--- config.mk ---
export PLATFORM = sky130hd
export DESIGN_NAME = pipeline_hazard_ctrl
export DESIGN_NICKNAME = d
export VERILOG_FILES = /design/src/rtl/rv32i_types.sv /design/src/rtl/load_use_detect.sv /design/src/rtl/pipeline_hazard_ctrl.sv
export SDC_FILE = /design/constraint.sdc
export NUM_CORES = 1
export LEC_CHECK = 0
export BUFFER_PORTS_ARGS = -buffer_cell sky130_fd_sc_hd__buf_2
export CAP_MARGIN = 20
export CORE_MARGIN = 3
export CORE_UTILIZATION = 56
export CTS_CLUSTER_DIAMETER = 120
export DETAILED_ROUTE_END_ITERATION = 10
export GPL_ROUTABILITY_DRIVEN = 0
export PLACE_DENSITY = 0.85
export RECOVER_POWER = 100
export SLEW_MARGIN = 10
export SYNTH_ARGS = -nofsm -noshare
export SYNTH_HDL_FRONTEND = slang
export SYNTH_SLANG_ARGS = --single-unit
--- constraint.sdc ---
create_clock -name clk -period 3 [get_ports clk]
set_input_delay 0.15 -clock clk [delete_from_list [all_inputs] [get_ports clk]]
set_output_delay 0.15 -clock clk [all_outputs]
set_load 0.005 [all_outputs]
--- src/rtl/rv32i_types.sv ---
// Shared RV32I pipeline types: hazard controller state and per-stage
// pipeline-register control pair.
package rv32i_types;

   typedef enum logic {
      RUN    = 1'b0,
      SQUASH = 1'b1
   } hazard_state_t;

   typedef struct packed {
      logic load;
      logic flush;
   } stage_ctrl_t;

   // Pipeline registers honour flush only when load=1, so a bubble is
   // load+flush and a hold is load=0 with flush parked at 0.
   localparam stage_ctrl_t CTRL_LOAD   = stage_ctrl_t'(2'b10);
   localparam stage_ctrl_t CTRL_HOLD   = stage_ctrl_t'(2'b00);
   localparam stage_ctrl_t CTRL_BUBBLE = stage_ctrl_t'(2'b11);
   localparam stage_ctrl_t CTRL_OFF    = stage_ctrl_t'(2'b00);

endpackage

--- src/rtl/load_use_detect.sv ---
// Load-use hazard comparator: the ID instruction reads a register that the
// load currently in EX has not yet produced. x0 never creates a dependency.
module load_use_detect (
   input  logic [4:0] id_rs1,
   input  logic [4:0] id_rs2,
   input  logic       id_use_rs1,
   input  logic       id_use_rs2,
   input  logic [4:0] ex_rd,
   input  logic       ex_mem_read,
   output logic       load_use
);

   logic rs1_hit;
   logic rs2_hit;

   assign rs1_hit  = id_use_rs1 && (id_rs1 == ex_rd);
   assign rs2_hit  = id_use_rs2 && (id_rs2 == ex_rd);
   assign load_use = ex_mem_read && (ex_rd != 5'd0) && (rs1_hit || rs2_hit);

endmodule

--- src/rtl/pipeline_hazard_ctrl.sv ---
// Central stall/flush controller for the 5-stage RV32I pipeline. Drives the
// load/flush pair of every pipeline register plus the PC enable, tracks a
// wrong-path fetch still in flight after a redirect, and counts stall/flush
// activity.
module pipeline_hazard_ctrl
   import rv32i_types::*;
#(
   parameter int CNT_W = 32
) (
   input  logic             clk,
   input  logic             rst,
   input  logic             imem_busy,
   input  logic             dmem_busy,
   input  logic             md_busy,
   input  logic [4:0]       id_rs1,
   input  logic [4:0]       id_rs2,
   input  logic             id_use_rs1,
   input  logic             id_use_rs2,
   input  logic [4:0]       ex_rd,
   input  logic             ex_mem_read,
   input  logic             ex_br_taken,
   output logic             pc_load,
   output logic             if_id_load,
   output logic             if_id_flush,
   output logic             id_ex_load,
   output logic             id_ex_flush,
   output logic             ex_mem_load,
   output logic             ex_mem_flush,
   output logic             mem_wb_load,
   output logic             mem_wb_flush,
   output logic [CNT_W-1:0] stall_cycles,
   output logic [CNT_W-1:0] flush_count,
   output logic [CNT_W-1:0] squash_count
);

   hazard_state_t    state_q, state_d;
   logic [CNT_W-1:0] stall_cycles_q, stall_cycles_d;
   logic [CNT_W-1:0] flush_count_q, flush_count_d;
   logic [CNT_W-1:0] squash_count_q, squash_count_d;

   logic        load_use;
   logic        pc_load_c;
   logic        flush_inc;
   logic        squash_inc;
   stage_ctrl_t if_id_c, id_ex_c, ex_mem_c, mem_wb_c;

   load_use_detect u_load_use_detect (
      .id_rs1      (id_rs1),
      .id_rs2      (id_rs2),
      .id_use_rs1  (id_use_rs1),
      .id_use_rs2  (id_use_rs2),
      .ex_rd       (ex_rd),
      .ex_mem_read (ex_mem_read),
      .load_use    (load_use)
   );

   // Priority encoder and squash FSM next-state: first true condition wins.
   always_comb begin
      pc_load_c  = 1'b1;
      if_id_c    = CTRL_LOAD;
      id_ex_c    = CTRL_LOAD;
      ex_mem_c   = CTRL_LOAD;
      mem_wb_c   = CTRL_LOAD;
      flush_inc  = 1'b0;
      squash_inc = 1'b0;
      state_d    = state_q;

      if (rst) begin
         pc_load_c = 1'b0;
         if_id_c   = CTRL_OFF;
         id_ex_c   = CTRL_OFF;
         ex_mem_c  = CTRL_OFF;
         mem_wb_c  = CTRL_OFF;
         state_d   = RUN;
      end else if (dmem_busy) begin
         // MEM cannot retire: freeze everything upstream, feed WB a bubble.
         pc_load_c = 1'b0;
         if_id_c   = CTRL_HOLD;
         id_ex_c   = CTRL_HOLD;
         ex_mem_c  = CTRL_HOLD;
         mem_wb_c  = CTRL_BUBBLE;
      end else if (md_busy) begin
         pc_load_c = 1'b0;
         if_id_c   = CTRL_HOLD;
         id_ex_c   = CTRL_HOLD;
         ex_mem_c  = CTRL_BUBBLE;
      end else if ((state_q == SQUASH) && !imem_busy) begin
         // The stale wrong-path fetch lands now: drop it and let the PC
         // advance from the redirect target.
         pc_load_c  = 1'b1;
         if_id_c    = CTRL_BUBBLE;
         squash_inc = 1'b1;
         state_d    = RUN;
         if (ex_br_taken) begin
            id_ex_c   = CTRL_BUBBLE;
            flush_inc = 1'b1;
         end
      end else if (ex_br_taken) begin
         // Redirect outranks load-use: the ID instruction is wrong-path.
         pc_load_c = 1'b1;
         if_id_c   = CTRL_BUBBLE;
         id_ex_c   = CTRL_BUBBLE;
         flush_inc = 1'b1;
         if (imem_busy) begin
            state_d = SQUASH;
         end
      end else if (load_use) begin
         pc_load_c = 1'b0;
         if_id_c   = CTRL_HOLD;
         id_ex_c   = CTRL_BUBBLE;
      end else if (imem_busy) begin
         pc_load_c = 1'b0;
         if_id_c   = CTRL_BUBBLE;
      end
   end

   // Free-running counters, wrapping naturally at 2^CNT_W.
   always_comb begin
      stall_cycles_d = stall_cycles_q;
      flush_count_d  = flush_count_q;
      squash_count_d = squash_count_q;
      if (!pc_load_c) begin
         stall_cycles_d = stall_cycles_q + 1'b1;
      end
      if (flush_inc) begin
         flush_count_d = flush_count_q + 1'b1;
      end
      if (squash_inc) begin
         squash_count_d = squash_count_q + 1'b1;
      end
   end

   // State and counter registers with synchronous reset.
   always_ff @(posedge clk) begin
      if (rst) begin
         state_q        <= RUN;
         stall_cycles_q <= '0;
         flush_count_q  <= '0;
         squash_count_q <= '0;
      end else begin
         state_q        <= state_d;
         stall_cycles_q <= stall_cycles_d;
         flush_count_q  <= flush_count_d;
         squash_count_q <= squash_count_d;
      end
   end

   assign pc_load      = pc_load_c;
   assign if_id_load   = if_id_c.load;
   assign if_id_flush  = if_id_c.flush;
   assign id_ex_load   = id_ex_c.load;
   assign id_ex_flush  = id_ex_c.flush;
   assign ex_mem_load  = ex_mem_c.load;
   assign ex_mem_flush = ex_mem_c.flush;
   assign mem_wb_load  = mem_wb_c.load;
   assign mem_wb_flush = mem_wb_c.flush;
   assign stall_cycles = stall_cycles_q;
   assign flush_count  = flush_count_q;
   assign squash_count = squash_count_q;

endmodule

-- After elaboration in Yosys (flattened, before gate mapping)
Cells that the tools add are included.
- bits in registers: 97
- input port bits: 24
- output and inout port bits: 105
- add/subtract/negate cells: 3
- equal/unequal tests: 2
- mux-type cells: 37
- bitwise gates (word level): 2
- reduce and logical (&&, ||, !) cells: 11
- operator list (kind ; number):
    $add A32 B1 Y32 const B ; 3
    $mux W2 ; 13
    $mux W1 ; 24
    $eq A5 B5 Y1 ; 2
    $logic_and A1 B1 Y1 ; 5
    $reduce_bool A5 Y1 ; 1
    $reduce_and A4 Y1 ; 1
    $reduce_bool A2 Y1 ; 2
    $not A1 Y1 ; 2
    $logic_not A1 Y1 ; 1
    $logic_or A1 B1 Y1 ; 1

-- Longest topological paths before layout
- word-level depth: 10
- mapped depth: 9
- depth with buffers taken out: 7

-- Cells and area by module
Synthesis repeated with hierarchy kept, for this count alone.
- cell total of the unflattened synthesis: 552
- area, all modules: 4719.5 sq um
- modules (own cells, without submodules) (module ; times used ; cells each ; area an instance (sq um)):
    pipeline_hazard_ctrl ; 1 ; 535 ; 4585.6
    load_use_detect ; 1 ; 17 ; 133.9

-- Least setup slack after synthesis
OpenSTA, ideal clock, no wires.
- path type: reg-to-reg
- from: reg stall_cycles_q[4], in the netlist stall_cycles[4]
- to: reg stall_cycles_q[22], in the netlist stall_cycles[22]
- setup time: 0.070 ns
- arrival: 1.911 ns
- slack: 1.019 ns
- cell stages (with the launch flop): 7
- buffers on the path: 1
- clock period less this slack: 1.981 ns
- cells stage by stage: dfxtp_1 nand4_1 nor3_1 and3_1 clkbuf_2 or4b_1 a21oi_1
- word-level cells in the longest chain between the ends: 1
- RTL lines (item ; RTL line ; RTL):
    from (decl) ; pipeline_hazard_ctrl.sv:37 ; logic [CNT_W-1:0] stall_cycles_q, stall_cycles_d;
    from (signal assigned) ; pipeline_hazard_ctrl.sv:142 ; stall_cycles_q <= stall_cycles_d;
    $add A32 B1 Y32 ; pipeline_hazard_ctrl.sv:123 ; stall_cycles_d = stall_cycles_q + 1'b1;
Every way passes these cells.
A chain may end at the register's enable or synchronous reset.

-- Worst setup path in the final report
- from: reg stall_cycles_q[0], in the netlist stall_cycles[0]
- to: reg stall_cycles_q[22], in the netlist stall_cycles[22]
The elaborated chain is that of the path after synthesis.

==> impl_metrics.env <==
export IMPL_outcome="completed"
export IMPL_drc=0
export IMPL_tightest_slew_ns=1.03
export IMPL_dr_total_vias=4434
export IMPL_synth_seq_cells=97
export IMPL_worst_setup_path_type="register to register"
export IMPL_cts_buffer_depth=2
export IMPL_row_count=32
export IMPL_cts_hold_fix_buffers=0
export IMPL_final_nets=698
export IMPL_die_x_um=96.8
export IMPL_placed_cells=762
export IMPL_track_usage_pct=23.9
export IMPL_final_core_util_pct=69.5
export IMPL_initial_core_util_pct=58.9
export IMPL_critPathMaxFanout=15
export IMPL_skew_ns=0.0149
export IMPL_startpoint_type="register"
export IMPL_startpoint="stall_cycles[0]"
export IMPL_ir_drop_v=0.000326
export IMPL_clock_latency_ns=0.36
export IMPL_grt_pass1_wl_um=19000
export IMPL_finalSetupViolCount=0
export IMPL_antenna_found_initial=0
export IMPL_grt_max_degree=101
export IMPL_numCtsBuffers=9
export IMPL_post_cts_resized=0
export IMPL_cp_end_kind="register"
export IMPL_crit_arrival_ns=2.78
export IMPL_timing_slew_headroom_pct=31.6
export IMPL_grt_overflow_total=0
export IMPL_cts_tree="built"
export IMPL_synth_cells=550
export IMPL_synth_area_um2=4620
export IMPL_fmax_mhz=399
export IMPL_syn_avg_cell_area_um2=8.40
export IMPL_num_antenna_cells=0
export IMPL_final_cells=778
export IMPL_finalCriticalPeriod_ns=2.51
export IMPL_power_leakage_nw=2.14
export IMPL_slew_violations=0
export IMPL_ff2ff_path_depth=7
export IMPL_fin_crit_sh_pct=83.5
export IMPL_cts_sinks=97
export IMPL_async_flop_share_pct=0
export IMPL_drive_above_1_share_pct=14.3
export IMPL_htree_levels=3
export IMPL_routed_wl_um=11500
export IMPL_hold_class="input pin to register"
export IMPL_synth_edf_count=0
export IMPL_cts_clk_slew_worst_paths_ns=0.09
export IMPL_dp_hpwl_um=8250
export IMPL_drtPass1Iterations=4
export IMPL_r2r_start="stall_cycles[0]"
export IMPL_ys_types=42
export IMPL_port_buffers=128
export IMPL_ys_seq_area_share_pct=42.0
export IMPL_ios=129
export IMPL_core_area_um2=7850
export IMPL_drtIter0Drc=203
export IMPL_cts_root_buf="clkbuf_8"
export IMPL_synth_flop_cell="dfxtp_1"
export IMPL_total_power_w=0.00227
export IMPL_avgViaCountPerCell=5.70
export IMPL_wire_per_inst_um=14.8
export IMPL_endpoint="stall_cycles[22]"
export IMPL_grt_pass1_vias=4091
export IMPL_reg2reg_slack_ns=0.49
export IMPL_cap_viol_max_count=0
export IMPL_ant_nets=0
export IMPL_r2r_end="stall_cycles[22]"
export IMPL_setup_tns_ns=0
export IMPL_area_delta_synth_final_pct=18.1
export IMPL_die_h_um=96.8
export IMPL_postCtsSetupRepairBufs=0
export IMPL_powerDensity_nw_per_um2=417
export IMPL_worstPathRequired_ns=3.27
export IMPL_syn_num_nets=577
export IMPL_rsz0062_at_grt="no"
export IMPL_synth_warning_count=0
export IMPL_final_hold_violation_count=0
export IMPL_die_area_um2=9380
## per-stage QoR
step / area (um2) / hold WS [ns] / setup slack [ns]
final: 5460 / 0.134 / 0.494
after global placement: 5340 / 0.459 / 0.891
after CTS: 5540 / 0.121 / 0.774
after floorplan: 4620 / 0.320 / 1.02
after detailed placement: 5340 / 0.474 / 0.755
after global routing: 5460 / 0.148 / 0.394
## cells in the mapped netlist, types with 2 or more instances
library cell	number	area share, %
nand4b_1	3	0.57
o31ai_1	10	1.6
or4b_1	2	0.43
a21o_1	2	0.32
clkbuf_1	18	1.5
or3_1	14	1.9
a31o_2	3	0.57
a21oi_1	35	3.8
xor2_1	40	7.6
and2_1	11	1.5
buf_2	6	0.65
o2111ai_1	2	0.38
o21ai_0	18	1.9
nor2_1	73	5.9
nand4_1	23	3.1
nor2b_1	3	0.41
dfxtp_1	97	42
nor3_1	9	0.97
and4_1	14	2.7
or4_1	11	1.8
o41ai_1	5	0.95
and3_1	29	3.9
inv_1	16	1.3
nand2_1	34	2.8
xnor2_1	28	5.3
ha_1	3	0.81
nand3_1	26	2.8
## worst min path at each step
stage / start / to / slack [ns] / cells past startpoint
finish: md_busy / state_q / 0.13 / 3
global route: md_busy / state_q / 0.15 / 3
CTS: md_busy / state_q / 0.12 / 3
detailed placement: stall_cycles[31] / stall_cycles[31] / 0.47 / 2
global placement: stall_cycles[31] / stall_cycles[31] / 0.46 / 2
floorplan: dmem_busy / state_q / 0.32 / 2
## final cells by class
type	count	area (um2)
multi-input cells	411	2510
fillers	694	2390
flip-flops and latches	97	1940
repair buffers	135	608
well taps	102	128
clock buffers	9	124
clock inverters	7	77.6
inverters	17	63.8
## sequential cells by signal, summed over array words and instances (netlist names)
register,flops
flush_count,32
stall_cycles,32
squash_count,32
state_q,1
## critical path, cell delays in order, from the launching register on
cell,delay [ns]
dfxtp_1,0.46
ha_1,0.27
nand2_1,0.15
nor4_1,0.38
a21oi_1,0.13
clkbuf_1,0.31
or4b_1,0.55
a21oi_1,0.18
## layer usage
metal,up-vias,routed length (um),track usage [%]
met5,-,0,0
met4,0,282,9.83
met3,25,812,5.98
met2,164,5340,39.4
met1,2063,5100,29.9
li1,2182,-,-
## where the power goes
part	internal [W]	leakage, nW	switching [W]
Sequential	0.00129	0.782	0.0000118
Combinational	0.0000385	1.25	0.0000689
Clock	0.000393	0.100	0.000470
Total	0.00172	2.14	0.000550
## cell families (layout without fill, tap and decap cells)
family                   Yosys count  after routing  synth area share (%)
multiplexers                       2              2                 0.460
buffers and inverters             42            168                  3.60
AND/OR/NAND/NOR                  256            256                  29.4
AO/OA/AOI/OAI                     82             82                  10.8
flip-flops                        97             97                  42.0
adder cells (fa/ha/maj)            3              3                 0.812
XOR/XNOR                          68             68                  12.9
## cell usage in the layout (no fill, tap or decap), types with 14 or more instances in the layout
| cell | count |
|---|---|
| dfxtp_1 | 97 |
| nor2_1 | 73 |
| buf_2 | 73 |
| clkbuf_1 | 57 |
| xor2_1 | 40 |
| a21oi_1 | 35 |
| nand2_1 | 34 |
| and3_1 | 29 |
| xnor2_1 | 28 |
| nand3_1 | 26 |
| nand4_1 | 23 |
| o21ai_0 | 19 |
| inv_1 | 17 |
| or3_1 | 14 |
| and4_1 | 14 |
No activity file was read; power rests on OpenSTA's default activity.
